**src/rtl/uart_rx_ram_wr_pkg.sv**
```systemverilog
// Shared definitions for the UART-to-RAM write path.
// Widths are common with the RAM controller on the other port.
package uart_rx_ram_wr_pkg;

  localparam int ADDR_W = 8;
  localparam int DATA_W = 8;

  typedef enum logic [2:0] {
    S_IDLE      = 3'd0,
    S_START     = 3'd1,
    S_DATA      = 3'd2,
    S_STOP      = 3'd3,
    S_WAIT_HIGH = 3'd4
  } rx_state_e;

  function automatic logic addr_is_last(input logic [ADDR_W-1:0] addr);
    return (addr == {ADDR_W{1'b1}});
  endfunction

endpackage

```
**src/rtl/uart_rx_ram_wr_sync_2ff.sv**
```systemverilog
// Two-flop synchroniser for the asynchronous rx line.
// Both stages reset to the idle-high level.
module sync_2ff (
  input  logic clk,
  input  logic rst_n,
  input  logic d,
  output logic q
);

  logic s1_q;
  logic s2_q;

  // Metastability filter: two back-to-back flops, reset to line idle.
  always_ff @(posedge clk or negedge rst_n) begin
    if (!rst_n) begin
      s1_q <= 1'b1;
      s2_q <= 1'b1;
    end else begin
      s1_q <= d;
      s2_q <= s1_q;
    end
  end

  assign q = s2_q;

endmodule

```
**src/rtl/uart_rx_ram_wr.sv**
```systemverilog
// 8N1 UART receiver that writes each good byte into consecutive
// addresses of a 256x8 RAM, flagging frame completion and stop-bit errors.
module uart_rx_ram_wr
  import uart_rx_ram_wr_pkg::*;
#(
  parameter int CLK_FREQ = 50_000_000,
  parameter int BAUD     = 115200
) (
  input  logic              clk,
  input  logic              rst_n,
  input  logic              rx,
  input  logic              clr,
  output logic              ram_we,
  output logic [ADDR_W-1:0] ram_addr,
  output logic [DATA_W-1:0] ram_din,
  output logic              frame_done,
  output logic              frame_err,
  output logic              busy
);

  localparam int CLKS_PER_BIT = CLK_FREQ / BAUD;
  localparam int CNT_W        = $clog2(CLKS_PER_BIT);
  localparam logic [CNT_W-1:0] CNT_HALF = CNT_W'(CLKS_PER_BIT / 2 - 1);
  localparam logic [CNT_W-1:0] CNT_FULL = CNT_W'(CLKS_PER_BIT - 1);

  if (CLKS_PER_BIT < 4) begin : g_bad_baud
    $error("uart_rx_ram_wr: CLK_FREQ/BAUD must be at least 4");
  end

  logic              rx_s;
  rx_state_e         state_q, state_d;
  logic [CNT_W-1:0]  cnt_q, cnt_d;
  logic [2:0]        bit_q, bit_d;
  logic [DATA_W-1:0] shift_q, shift_d;
  logic [ADDR_W-1:0] addr_q, addr_d;
  logic [DATA_W-1:0] din_q, din_d;
  logic              we_q, we_d;
  logic              done_q, done_d;
  logic              err_q, err_d;
  logic              busy_q, busy_d;

  sync_2ff u_sync (
    .clk   (clk),
    .rst_n (rst_n),
    .d     (rx),
    .q     (rx_s)
  );

  // Receiver FSM next state plus write-port and flag computation.
  always_comb begin
    state_d = state_q;
    cnt_d   = cnt_q;
    bit_d   = bit_q;
    shift_d = shift_q;
    addr_d  = addr_q;
    din_d   = din_q;
    we_d    = 1'b0;
    done_d  = 1'b0;
    err_d   = 1'b0;

    if (clr) begin
      state_d = S_IDLE;
      cnt_d   = '0;
      bit_d   = '0;
      shift_d = '0;
      addr_d  = '0;
    end else begin
      // Address advances the cycle after the strobe so the RAM sees a stable pair.
      if (we_q) begin
        addr_d = addr_q + ADDR_W'(1'b1);
      end else begin
        addr_d = addr_q;
      end

      unique case (state_q)
        S_IDLE: begin
          cnt_d = '0;
          if (!rx_s) begin
            state_d = S_START;
          end else begin
            state_d = S_IDLE;
          end
        end
        S_START: begin
          if (cnt_q == CNT_HALF) begin
            cnt_d = '0;
            bit_d = '0;
            if (!rx_s) begin
              state_d = S_DATA;
            end else begin
              state_d = S_IDLE;
            end
          end else begin
            cnt_d = cnt_q + CNT_W'(1'b1);
          end
        end
        S_DATA: begin
          if (cnt_q == CNT_FULL) begin
            cnt_d   = '0;
            shift_d = {rx_s, shift_q[DATA_W-1:1]};
            if (bit_q == 3'd7) begin
              state_d = S_STOP;
            end else begin
              bit_d = bit_q + 3'd1;
            end
          end else begin
            cnt_d = cnt_q + CNT_W'(1'b1);
          end
        end
        S_STOP: begin
          if (cnt_q == CNT_FULL) begin
            cnt_d = '0;
            if (rx_s) begin
              state_d = S_IDLE;
              we_d    = 1'b1;
              din_d   = shift_q;
              done_d  = addr_is_last(addr_q);
            end else begin
              state_d = S_WAIT_HIGH;
              err_d   = 1'b1;
            end
          end else begin
            cnt_d = cnt_q + CNT_W'(1'b1);
          end
        end
        S_WAIT_HIGH: begin
          cnt_d = '0;
          if (rx_s) begin
            state_d = S_IDLE;
          end else begin
            state_d = S_WAIT_HIGH;
          end
        end
        default: begin
          state_d = S_IDLE;
          cnt_d   = '0;
        end
      endcase
    end

    busy_d = (state_d != S_IDLE);
  end

  // State, datapath and registered outputs.
  always_ff @(posedge clk or negedge rst_n) begin
    if (!rst_n) begin
      state_q <= S_IDLE;
      cnt_q   <= '0;
      bit_q   <= '0;
      shift_q <= '0;
      addr_q  <= '0;
      din_q   <= '0;
      we_q    <= 1'b0;
      done_q  <= 1'b0;
      err_q   <= 1'b0;
      busy_q  <= 1'b0;
    end else begin
      state_q <= state_d;
      cnt_q   <= cnt_d;
      bit_q   <= bit_d;
      shift_q <= shift_d;
      addr_q  <= addr_d;
      din_q   <= din_d;
      we_q    <= we_d;
      done_q  <= done_d;
      err_q   <= err_d;
      busy_q  <= busy_d;
    end
  end

  assign ram_we     = we_q;
  assign ram_addr   = addr_q;
  assign ram_din    = din_q;
  assign frame_done = done_q;
  assign frame_err  = err_q;
  assign busy       = busy_q;

endmodule

```
**config.mk**
```make
export PLATFORM = sky130hd
export DESIGN_NAME = uart_rx_ram_wr
export DESIGN_NICKNAME = d
export VERILOG_FILES = /design/src/rtl/uart_rx_ram_wr_pkg.sv /design/src/rtl/uart_rx_ram_wr_sync_2ff.sv /design/src/rtl/uart_rx_ram_wr.sv
export SDC_FILE = /design/constraint.sdc
export NUM_CORES = 1
export LEC_CHECK = 0
export BUFFER_PORTS_ARGS = -buffer_cell sky130_fd_sc_hd__buf_2
export CORE_ASPECT_RATIO = 1.5
export CORE_UTILIZATION = 55
export CTS_BUF_LIST = sky130_fd_sc_hd__clkbuf_4 sky130_fd_sc_hd__clkbuf_8
export DETAILED_ROUTE_END_ITERATION = 6
export GPL_TIMING_DRIVEN = 0
export PLACE_DENSITY = 0.74
export SYNTH_ARGS = -nofsm -noshare
export SYNTH_HDL_FRONTEND = slang
export SYNTH_SLANG_ARGS = --single-unit
export TNS_END_PERCENT = 20
```
**constraint.sdc**
```tcl
create_clock -name clk -period 3.7 [get_ports clk]
set_input_delay 0.185 -clock clk [delete_from_list [all_inputs] [get_ports clk]]
set_output_delay 0.185 -clock clk [all_outputs]
set_load 0.01 [all_outputs]
```
[Yosys cells after proc, flatten, opt, wreduce, memory -nomap -nowiden]
Index checks and enable logic that the tools add are counted.
Storage, ports and cells
  input bits: 4
  output and inout port bits: 20
  register bits: 45
Operators by class
  multiplexer cells: 35
  reduce and logical (&&, ||, !) cells: 10
  add/subtract/negate cells: 3
  bitwise logic cells: 1
  equality and inequality tests: 11
Operator list (number)
  2-to-1 mux 8 bit: 5
  2-to-1 mux 3 bit: 10
  2-to-1 mux 9 bit: 3
  one-hot mux 9 bit (2 select lines): 1
  one-hot mux 3 bit (5 select lines): 1
  2-to-1 mux 1 bit: 13
  adder 9 x 1 -> 9 bit (second input constant): 1
  equality test 9 x 8 -> 1 bit (second input constant): 1
  equality test 9 bit (second input constant): 1
  != test 3 bit (second input constant): 3
  adder 8 x 1 -> 8 bit (second input constant): 1
  equality test 8 bit (second input constant): 1
  AND reduction 4 bit: 2
  equality test 3 x 2 -> 1 bit (second input constant): 2
  equality test 3 bit (second input constant): 2
  one-hot mux 3 bit (2 select lines): 1
  nonzero test 2 bit: 3
  nonzero test 3 bit: 2
  adder 3 x 1 -> 3 bit (second input constant): 1
  equality test 3 x 1 -> 1 bit (second input constant): 1
  logical NOT 3 bit: 1
  2-to-1 mux 2 bit: 1
  AND reduction 2 bit: 1
  OR reduction 2 bit: 1
  inverter 1 bit: 1

[Logic depth before layout (Yosys ltp)]
Gate-level depths: netlist (run 1).
  depth after elaboration: 6
  gate-level depth with buffers: 7
  depth with buffers taken out: 6

[Hierarchy]
Synthesis (run 1) repeated with hierarchy kept, for this count alone.
Second synthesis, totals
  cell total of the unflattened synthesis: 183
  area total of the unflattened synthesis: 2114.5 µm²
By module, submodules not included
  uart_rx_ram_wr: instances 1, sequential area each 1076.0 µm², area each 2062.0 µm², cells an instance 181
  sync_2ff: instances 1, sequential area each 52.6 µm², area each 52.6 µm², cells an instance 2

[Least setup slack after synthesis (run 1)]
OpenSTA, ideal clock, no wires.
  kind: register to register
  start point: reg cnt_q[1]
  end point: reg din_q[0] (netlist: ram_din[0])
  required time: 3575 ps
  setup time: 125 ps
  setup slack: 1954 ps
  cell stages (with the launch flop): 7
  clock period less this slack: 1746 ps
  arrival: 1622 ps
  cell sequence: dfrtp_1 -> inv_1 -> ha_1 -> and4bb_4 -> nand3_4 -> nor3_4 -> mux2_2
Between the ends
  cells in the longest elaborated chain, start to end: 2
RTL lines
  start, declared: RTL line uart_rx_ram_wr.sv:32  | logic [CNT_W-1:0] cnt_q, cnt_d;
  start signal, assigned: RTL line uart_rx_ram_wr.sv:159  | cnt_q <= cnt_d;
  equality test 9 bit: RTL line uart_rx_ram_wr.sv:111  | if (cnt_q == CNT_FULL) begin
  AND reduction 4 bit (no line)
  end signal, assigned: RTL line uart_rx_ram_wr.sv:163  | din_q <= din_d;
  end, declared: RTL line uart_rx_ram_wr.sv:36  | logic [DATA_W-1:0] din_q, din_d;
No other way between the ends.
A chain may end at the register's enable or synchronous reset.

[Worst setup path after layout (run 1)]
  start point: reg cnt_q[1]
  end point: reg din_q[5] (netlist: ram_din[5])
Same word-level chain as after synthesis.

==> impl_metrics.env, run 1 <==
export IMPL_status="finished clean"
export IMPL_placed_cells=249
export IMPL_slew_headroom=0.366
export IMPL_insertion_delay_ns=0.30
export IMPL_drcViolationCount=0
export IMPL_start_util=0.573
export IMPL_first_iter_violations=22
export IMPL_ir_drop_uv=388
export IMPL_dieArea_mm2=0.00406
export IMPL_synth_most_common_cell="dfrtp_1"
export IMPL_power_total_w=0.000958
export IMPL_port_buffers=22
export IMPL_post_synth_cell_area_avg_um2=11.4
export IMPL_io_pins=24
export IMPL_antenna_found_initial=0
export IMPL_critPathLaunchType="register"
export IMPL_clkTransAtPathRegs_ns=0.09
export IMPL_max_cap_viol_count=0
export IMPL_critPathArrivalTime_ns=2.13
export IMPL_num_vias=1505
export IMPL_fin_skew_ns=0.0156
export IMPL_synthFlopType="dfrtp_1"
export IMPL_postRouteAntennaNets=0
export IMPL_r2r_end="ram_din[5]$_DFFE_PN0P_"
export IMPL_p_leak_nw=1.14
export IMPL_numCtsBuffers=5
export IMPL_cts_tree="yes"
export IMPL_synth_net_count=194
export IMPL_tightest_slew_ns=0.951
export IMPL_ys_types=41
export IMPL_placementRows=27
export IMPL_synth_cell_area_mm2=0.00209
export IMPL_hold_violations=0
export IMPL_setup_slack_ns=1.75
export IMPL_power_density_mw_per_mm2=400
export IMPL_timing_critical_path_fanout_max=8
export IMPL_yosysTopAreaCell="dfrtp_1"
export IMPL_core_area_mm2=0.00365
export IMPL_final_cells=258
export IMPL_dpl_hpwl_um=2940
export IMPL_die_h_um=77.5
export IMPL_ys_async_sr_fraction=1.00
export IMPL_dr_pass1_iters=4
export IMPL_synthToLayoutAreaGrowth_pct=14.7
export IMPL_grt_use_total=0.227
export IMPL_grt_pass1_vias=1510
export IMPL_nets=224
export IMPL_die_w_um=52.3
export IMPL_wl_um=4060
export IMPL_hp_class="input port to asynchronous set/reset pin"
export IMPL_place_ws_ns=1.75
export IMPL_min_period_over_period=0.527
export IMPL_clock_path_buffers=2
export IMPL_max_freq_ghz=0.512
export IMPL_cts_resized=0
export IMPL_wl_per_cell_um=15.8
export IMPL_drv_slew=0
export IMPL_yosysTopAreaCellShare=0.515
export IMPL_ys_warn_count=0
export IMPL_setup_violations_final=0
export IMPL_clock_sinks=45
export IMPL_vias_per_cell=5.83
export IMPL_reg2reg_slack_ns=1.75
export IMPL_finalSetupTns_ns=0
export IMPL_root_buffer="clkbuf_8"
export IMPL_overflow=0
export IMPL_synth_seq_cells=45
export IMPL_fin_crit_ns=1.95
export IMPL_synth_area_leaders="dfrtp_1, mux2_2, nor2_1, ha_1, a22o_1"
export IMPL_grt_pass1_wl_um=6890
export IMPL_cts_setup_buffers=0
export IMPL_n_antenna_cell=0
export IMPL_timing_rr_start="cnt_q[1]$_DFF_PN0_"
export IMPL_fillers=306
export IMPL_gp_congestion=0.781
export IMPL_grt_start_max_net_pins=46
export IMPL_reg2regPathDepth=6
export IMPL_yosys_top_cells_count="dfrtp_1, nor2_1, a22o_1, mux2_2"
export IMPL_synth_edf_count=0
export IMPL_cp_end_kind="register"
export IMPL_drive_gt1_frac=0.228
export IMPL_synthCells=184
export IMPL_hold_buffers=1
export IMPL_required_ns=3.88
export IMPL_yosysSeqAreaShare=0.540
export IMPL_rsz0062_at_grt="no"
export IMPL_cts_max_level=2
export IMPL_crit_type="register to register"
[kinds of logic (layout without fill, tap and decap cells)]
| group | Yosys count | in the layout | synth area share |
|---|---|---|---|
| mux | 12 | 12 | 0.0622 |
| flops | 45 | 45 | 0.540 |
| xor+xnor | 12 | 12 | 0.0503 |
| buf+inv | 11 | 42 | 0.0245 |
| simple gates | 72 | 72 | 0.199 |
| compound gates | 26 | 26 | 0.0886 |
| fa+ha+maj | 6 | 6 | 0.0359 |
[placed cells by master (no fill, tap or decap), types with 3 or more instances in the layout]
master,count
nor3_1,3
xor2_1,7
a21oi_1,6
nand3_1,7
and2_1,3
clkbuf_8,5
nand2b_1,7
clkbuf_1,5
buf_2,24
inv_1,3
mux2_2,8
nand4_1,4
and4b_1,3
ha_1,6
a22o_1,8
xnor2_1,5
nand2_1,7
dfrtp_1,43
nor2_1,23
o21ai_0,4
mux2i_1,4
[sequential cells by signal, summed over array words and instances (netlist names)]
register     count
frame_err        1
bit_q            3
shift_q          8
ram_we           1
busy             1
ram_din          8
cnt_q            9
state_q          3
u_sync.s1_q      1
frame_done       1
ram_addr         8
u_sync.q         1
[where the power goes]
group	switching [W]	internal, W
Sequential	0.00000338	0.000495
Clock	0.000162	0.000268
Combinational	0.0000213	0.00000790
[worst max-delay path: stages, from the launching register on]
cell and delay [ns]:
dfrtp_1 0.41, inv_1 0.09, ha_1 0.14, and4bb_4 0.30
nand3_4 0.11, nor3_4 0.40, mux2_2 0.39
[layout make-up]
cell class	instances	area, µm²	share of cell area
plain buffers	8	40.0	0.0167
clock buffers	5	68.8	0.0287
clock inverters	3	65.1	0.0271
inverters	3	11.3	0.00469
multi-input cells	128	911	0.380
flip-flops and latches	45	1130	0.471
well taps	43	53.8	0.0224
repair buffers	23	120	0.0501
[routing by layer]
layer	vias up	wire length, µm	GRT usage
met5	-	0	0
met4	0	78	0.103
met3	7	100	0.0353
met2	22	2190	0.381
met1	764	1700	0.277
li1	712	-	-
[worst max path at each step]
stage | from | cells after the start | endpoint
5_1_grt | cnt_q[0]$_DFF_PN0_ | 6 | cnt_q[2]$_DFF_PN0_
3_5_place_dp | cnt_q[0]$_DFF_PN0_ | 6 | cnt_q[2]$_DFF_PN0_
2_1_floorplan | cnt_q[1]$_DFF_PN0_ | 6 | ram_din[0]$_DFFE_PN0P_
3_3_place_gp | cnt_q[0]$_DFF_PN0_ | 6 | cnt_q[2]$_DFF_PN0_
6_report | cnt_q[1]$_DFF_PN0_ | 6 | ram_din[5]$_DFFE_PN0P_
4_1_cts | cnt_q[0]$_DFF_PN0_ | 6 | cnt_q[4]$_DFF_PN0_
[stage by stage]
step / hold slack, ns / instance area (µm²) / utilization
after global placement: 0.291 / 2250 / 0.618
final: 0.0350 / 2400 / 0.657
after CTS: 0.0620 / 2400 / 0.657
after global routing: 0.120 / 2400 / 0.657
after floorplan: -0.111 / 2090 / -
after detailed placement: 0.299 / 2250 / 0.618
Power figures use the tool's default switching activity.
==> run 2: changes to the inputs <==
--- a/config.mk
+++ b/config.mk
@@ -7,11 +7,11 @@
 export LEC_CHECK = 0
 export BUFFER_PORTS_ARGS = -buffer_cell sky130_fd_sc_hd__buf_2
 export CORE_ASPECT_RATIO = 1.5
-export CORE_UTILIZATION = 55
+export CORE_UTILIZATION = 54
 export CTS_BUF_LIST = sky130_fd_sc_hd__clkbuf_4 sky130_fd_sc_hd__clkbuf_8
 export DETAILED_ROUTE_END_ITERATION = 6
 export GPL_TIMING_DRIVEN = 0
-export PLACE_DENSITY = 0.74
+export PLACE_DENSITY = 0.76
 export SYNTH_ARGS = -nofsm -noshare
 export SYNTH_HDL_FRONTEND = slang
 export SYNTH_SLANG_ARGS = --single-unit
==> constraint.sdc (replaced) <==
create_clock -name clk -period 1.7 [get_ports clk]
set_input_delay 0.085 -clock clk [delete_from_list [all_inputs] [get_ports clk]]
set_output_delay 0.085 -clock clk [all_outputs]
set_load 0.01 [all_outputs]
==> run 2 against run 1 <==
The flow now finishes with violations (setup timing). Clock power grew 77%. Routed wire length grew 6.0%. Sequential power grew 120%. Sequential share of layout area shrank 2.7 points. Cell area grew 6.2%. First-iteration DRC count grew 130%. Via count grew 1.5%. Largest cell class unchanged.
==> impl_metrics.env, run 2 (synthesis gave the netlist of run 1 again) <==
export IMPL_grt_use_total=0.220
export IMPL_largest_reg_flops=9
export IMPL_power_density_mw_per_mm2=754
export IMPL_wl_um=4310
export IMPL_vias_per_cell=5.83
export IMPL_port_buffers=22
export IMPL_min_period_over_period=1.05
export IMPL_gp_congestion=0.761
export IMPL_critPathArrivalTime_ns=1.98
export IMPL_clock_path_buffers=2
export IMPL_cts_max_level=2
export IMPL_drive_gt1_frac=0.297
export IMPL_die_h_um=78.2
export IMPL_reg2reg_slack_ns=-0.09
export IMPL_placementRows=27
export IMPL_cts_tree="yes"
export IMPL_timing_critical_path_fanout_max=3
export IMPL_io_pins=24
export IMPL_synthToLayoutAreaGrowth_pct=21.8
export IMPL_max_cap_viol_count=0
export IMPL_root_buffer="clkbuf_8"
export IMPL_timing_rr_start="bit_q[0]$_DFFE_PN0P_"
export IMPL_whs_path_depth=0
export IMPL_slew_headroom=0.355
export IMPL_multi_input_area_mm2=0.00103
export IMPL_grt_start_max_net_pins=46
export IMPL_die_w_um=52.8
export IMPL_max_freq_ghz=0.560
export IMPL_crit_type="register to register"
export IMPL_r2r_end="bit_q[0]$_DFFE_PN0P_"
export IMPL_n_antenna_cell=0
export IMPL_tightest_slew_ns=0.967
export IMPL_placed_cells=249
export IMPL_fin_crit_ns=1.79
export IMPL_grt_pass1_vias=1541
export IMPL_dr_pass1_iters=4
export IMPL_min_to="u_sync.q$_DFF_PN1_"
export IMPL_grt_pass1_wl_um=6780
export IMPL_numCtsBuffers=5
export IMPL_core_area_mm2=0.00368
export IMPL_start_util=0.568
export IMPL_wl_per_cell_um=16.4
export IMPL_cp_end_kind="register"
export IMPL_setup_violations_final=10
export IMPL_final_cells=262
export IMPL_hp_class="register to register"
export IMPL_regMostFlops="cnt_q"
export IMPL_status="complete, but fails checks"
export IMPL_rsz0062_at_grt="yes"
export IMPL_antenna_found_initial=0
export IMPL_ir_drop_uv=626
export IMPL_reg2regPathDepth=6
export IMPL_final_util=0.692
export IMPL_first_iter_violations=50
export IMPL_seq_area_mm2=0.00113
export IMPL_required_ns=1.90
export IMPL_overflow=0
export IMPL_min_delay_start="u_sync.s1_q$_DFF_PN1_"
export IMPL_num_vias=1527
export IMPL_nets=229
export IMPL_layout_common_cells="dfrtp_1, nor2_1, buf_2"
export IMPL_clock_sinks=45
export IMPL_layout_commonest_cell="dfrtp_1"
export IMPL_p_leak_nw=1.18
export IMPL_violations="setup timing"
export IMPL_drcViolationCount=0
export IMPL_dieArea_mm2=0.00413
export IMPL_critPathLaunchType="register"
export IMPL_fin_skew_ns=0.00755
export IMPL_clkTransAtPathRegs_ns=0.07
export IMPL_dpl_hpwl_um=2980
export IMPL_insertion_delay_ns=0.29
export IMPL_hold_violations=0
export IMPL_setup_slack_ns=-0.0862
export IMPL_drv_slew=0
export IMPL_postRouteAntennaNets=0
export IMPL_fillers=283
==> run 2: cell count changes in the layout (fill, tap and decap cells not counted), sizes merged <==
| cell | previous run | this run |
|---|---|---|
| bufinv | 2 | 1 |
| dlygate4sd3 | 1 | 2 |
| buf | 25 | 29 |
==> run 2: how the worst max path moves through the flow <==
stage / start / to / slack (ns) / cells past startpoint
after floorplan: cnt_q[1]$_DFF_PN0_ / ram_din[0]$_DFFE_PN0P_ / 0.003 / 6
after global placement: cnt_q[0]$_DFF_PN0_ / cnt_q[6]$_DFF_PN0_ / -0.22 / 6
after detailed placement: cnt_q[0]$_DFF_PN0_ / cnt_q[8]$_DFF_PN0_ / -0.38 / 6
after CTS: cnt_q[1]$_DFF_PN0_ / ram_din[4]$_DFFE_PN0P_ / -0.04 / 7
after global routing: bit_q[0]$_DFFE_PN0P_ / bit_q[0]$_DFFE_PN0P_ / -0.16 / 6
final: bit_q[0]$_DFFE_PN0P_ / bit_q[0]$_DFFE_PN0P_ / -0.09 / 6
==> run 2: cell type report <==
class	instances	share of cell area
inverter	3	0.00442
buffer	7	0.0157
tap	43	0.0211
multi-input combinational	128	0.404
timing repair buffer	29	0.0707
clock inverter	2	0.0138
clock buffer	5	0.0270
sequential	45	0.444
==> run 2: worst max-delay path, cell delays in order, from the launching register on <==
cell and delay [ns]:
dfrtp_1 0.41, ha_1 0.21, ha_1 0.20, nor3b_1 0.24
nand3_1 0.17, a21oi_4 0.23, mux2i_1 0.24
==> run 2: power breakdown <==
part / leakage, nW / internal (W) / switching, W
clock network: 0.0540 / 0.000427 / 0.000332
logic: 0.505 / 0.0000226 / 0.0000519
registers: 0.617 / 0.00108 / 0.00000848
==> run 2: metal layers <==
metal / track usage / share of wire / up-vias
met2: 0.403 / 0.57 / 35
met1: 0.236 / 0.38 / 769
li1: - / - / 717
met4: 0.0842 / 0.017 / 0
met3: 0.0446 / 0.026 / 6
met5: 0 / 0 / -
==> run 2: per-stage QoR <==
stage                     instance area [µm²]  power (W)  setup TNS [ns]  setup slack [ns]  hold slack, ns
after global routing                     2550    0.00198           -1.11            -0.157           0.367
after detailed placement                 2250    0.00117           -6.76            -0.381           0.191
after floorplan                          2090    0.00113               0           0.00259          -0.211
after CTS                                2510    0.00192          -0.406           -0.0436           0.358
after global placement                   2250    0.00117           -4.11            -0.215           0.191
final                                    2550    0.00192          -0.236           -0.0862           0.359
==> run 2: timing repair <==
item	CTS	global route
endpoints found under the setup margin	30	31
gates resized for setup	19	10
hold endpoints to repair	44	0
setup buffers	5	0
pin swaps	4	5
gates cloned	0	0
hold buffers	2	0
==> run 3: changes to the inputs <==
--- a/config.mk
+++ b/config.mk
@@ -7,11 +7,11 @@
 export LEC_CHECK = 0
 export BUFFER_PORTS_ARGS = -buffer_cell sky130_fd_sc_hd__buf_2
 export CORE_ASPECT_RATIO = 1.5
-export CORE_UTILIZATION = 54
+export CORE_UTILIZATION = 55
 export CTS_BUF_LIST = sky130_fd_sc_hd__clkbuf_4 sky130_fd_sc_hd__clkbuf_8
 export DETAILED_ROUTE_END_ITERATION = 6
 export GPL_TIMING_DRIVEN = 0
-export PLACE_DENSITY = 0.76
+export PLACE_DENSITY = 0.74
 export SYNTH_ARGS = -nofsm -noshare
 export SYNTH_HDL_FRONTEND = slang
 export SYNTH_SLANG_ARGS = --single-unit
==> constraint.sdc (replaced) <==
create_clock -name clk -period 1.9 [get_ports clk]
set_input_delay 0.095 -clock clk [delete_from_list [all_inputs] [get_ports clk]]
set_output_delay 0.095 -clock clk [all_outputs]
set_load 0.01 [all_outputs]
==> run 3 against run 2 <==
The flow now finishes without violations. First-iteration DRC count shrank 36%. Hold slack gained 0.0020 ns. Clock-buffer cell count is the same. Combinational power shrank 19%. Routed wire length shrank 4.9%. Fmax shrank 3.6%. Global-route usage grew 0.63 points. Highest routed layer unchanged.
==> impl_metrics.env, run 3 (synthesis gave the netlist of run 1 again) <==
export IMPL_cts_tree="yes"
export IMPL_crit_family="simple AND/OR/NAND/NOR gates"
export IMPL_gp_congestion=0.781
export IMPL_hp_class="register to register"
export IMPL_placementRows=27
export IMPL_tightest_slew_ns=0.959
export IMPL_fin_crit_ns=1.85
export IMPL_p_leak_nw=1.16
export IMPL_power_density_mw_per_mm2=760
export IMPL_min_delay_start="u_sync.s1_q$_DFF_PN1_"
export IMPL_fin_skew_ns=0.0152
export IMPL_seqPwrFrac=0.519
export IMPL_layout_common_cells="dfrtp_1, buf_2, nor2_1"
export IMPL_synthToLayoutAreaGrowth_pct=17.8
export IMPL_max_freq_ghz=0.540
export IMPL_clock_path_buffers=2
export IMPL_antenna_found_initial=0
export IMPL_drv_slew=0
export IMPL_start_util=0.573
export IMPL_r2r_end="ram_din[5]$_DFFE_PN0P_"
export IMPL_hold_violations=0
export IMPL_wl_per_cell_um=15.7
export IMPL_critPathLaunchType="register"
export IMPL_core_area_mm2=0.00365
export IMPL_regMostFlops="cnt_q"
export IMPL_dr_pass1_iters=4
export IMPL_grt_start_max_net_pins=46
export IMPL_crit_type="register to register"
export IMPL_drcViolationCount=0
export IMPL_p_comb_frac=0.032
export IMPL_power_share_clock=0.449
export IMPL_placed_cells=249
export IMPL_grt_pass1_vias=1499
export IMPL_timing_rr_start="cnt_q[1]$_DFF_PN0_"
export IMPL_dpl_instance_area_mm2=0.00225
export IMPL_critPathArrivalTime_ns=2.03
export IMPL_timing_critical_path_fanout_max=8
export IMPL_switchingPower_w=0.000369
export IMPL_reg2regPathDepth=7
export IMPL_grt_use_total=0.226
export IMPL_final_cells=261
export IMPL_switching_share=0.197
export IMPL_layout_commonest_cell="dfrtp_1"
export IMPL_grt_pass1_wl_um=6860
export IMPL_postRouteAntennaNets=0
export IMPL_setup_violations_final=0
export IMPL_n_antenna_cell=0
export IMPL_cp_end_kind="register"
export IMPL_status="finished clean"
export IMPL_seq_area_mm2=0.00113
export IMPL_die_w_um=52.3
export IMPL_root_buffer="clkbuf_8"
export IMPL_min_to="u_sync.q$_DFF_PN1_"
export IMPL_wl_um=4100
export IMPL_port_buffers=22
export IMPL_die_h_um=77.5
export IMPL_multi_input_area_um2=937
export IMPL_final_design_area_no_fill_mm2=0.00246
export IMPL_nets=227
export IMPL_min_period_over_period=0.975
export IMPL_cts_max_level=2
export IMPL_slowest_stage="dfrtp_1"
export IMPL_ir_drop_uv=757
export IMPL_dieArea_mm2=0.00406
export IMPL_largest_reg_flops=9
export IMPL_whs_path_depth=0
export IMPL_worstPathCellList="inv_1 -> ha_1 -> and4bb_4 -> nand3_4 -> nor3_4 -> buf_12 -> mux2_2"
export IMPL_first_iter_violations=32
export IMPL_io_pins=24
export IMPL_dpl_hpwl_um=2940
export IMPL_vias_per_cell=5.73
export IMPL_cp_buffers_inverters=2
export IMPL_drive_gt1_frac=0.252
export IMPL_clkTransAtPathRegs_ns=0.08
export IMPL_reg2reg_slack_ns=0.05
export IMPL_num_vias=1496
export IMPL_required_ns=2.08
export IMPL_insertion_delay_ns=0.30
export IMPL_internal_power_w=0.00150
export IMPL_numCtsBuffers=5
export IMPL_fillers=292
export IMPL_overflow=0
export IMPL_max_cap_viol_count=0
export IMPL_critPathMaxStageDelay_ns=0.41
export IMPL_slew_headroom=0.361
export IMPL_clock_sinks=45
==> run 3: cell types whose count changed in the layout (fill, tap and decap cells not counted), moves of 2 or more <==
cell,previous run,this run
ha_1,4,6
a21oi_2,0,2
a21oi_4,2,0
mux2_2,0,8
mux2_4,8,0
clkbuf_1,3,5
buf_4,4,1
==> run 3: stage by stage <==
step	utilization	TNS (ns)	total power, W	setup WS (ns)	hold slack (ns)
6_report	0.675	0	0.00187	0.0475	0.361
5_1_grt	0.675	-0.0121	0.00193	-0.00850	0.370
4_1_cts	0.662	-0.0184	0.00189	-0.0114	0.361
3_5_place_dp	0.618	-0.713	0.00105	-0.0545	0.209
3_3_place_gp	0.618	-0.162	0.00104	-0.0253	0.201
2_1_floorplan	-	0	0.00102	0.154	-0.201
==> run 3: worst reg2reg max path, cell delays in order (launching register included) <==
cell and delay (ns):
dfrtp_1 0.41, inv_1 0.09, ha_1 0.14, and4bb_4 0.30, nand3_4 0.11, nor3_4 0.22
buf_12 0.15, mux2_2 0.34
==> run 3: final cells by class <==
class / instances / area share
repair buffers: 26 / 0.0640
multi-input cells: 128 / 0.381
inverters: 3 / 0.00457
clock inverters: 3 / 0.0264
well taps: 43 / 0.0218
plain buffers: 8 / 0.0163
clock buffers: 5 / 0.0279
flip-flops and latches: 45 / 0.458
==> run 3: what timing repair did <==
action / in CTS / in global routing
resized for setup: 2 / 3
cloned: 0 / 0
hold endpoints to repair: 44 / 0
hold buffers: 2 / 0
buffers inserted: 0 / 2
pin swaps: 1 / 1
endpoints found under the setup margin: 19 / 28
==> run 3: metal layers <==
| metal | GRT usage | wire length (µm) | vias to the layer above |
|---|---|---|---|
| met4 | 0.0947 | 68 | 0 |
| met1 | 0.275 | 1680 | 743 |
| met2 | 0.385 | 2220 | 28 |
| li1 | - | - | 719 |
| met3 | 0.0353 | 129 | 6 |
| met5 | 0 | 0 | - |
==> run 3: worst max path at each step <==
stage	from	endpoint	slack [ns]	cells past startpoint
after detailed placement	cnt_q[0]$_DFF_PN0_	cnt_q[2]$_DFF_PN0_	-0.05	6
after global routing	cnt_q[1]$_DFF_PN0_	ram_din[5]$_DFFE_PN0P_	-0.009	7
after global placement	cnt_q[0]$_DFF_PN0_	cnt_q[2]$_DFF_PN0_	-0.03	6
final	cnt_q[1]$_DFF_PN0_	ram_din[5]$_DFFE_PN0P_	0.05	7
after floorplan	cnt_q[1]$_DFF_PN0_	ram_din[0]$_DFFE_PN0P_	0.15	6
after CTS	cnt_q[1]$_DFF_PN0_	ram_din[5]$_DFFE_PN0P_	-0.01	6
==> run 3: power groups by stage <==
stage | combinational [W] | sequential (W) | clock [W]
after floorplan | 0.0000264 | 0.000989 | 0
after global placement | 0.0000539 | 0.000990 | 0
after detailed placement | 0.0000566 | 0.000990 | 0
after CTS | 0.0000607 | 0.000971 | 0.000854
after global routing | 0.0000693 | 0.000972 | 0.000885
final | 0.0000603 | 0.000971 | 0.000841
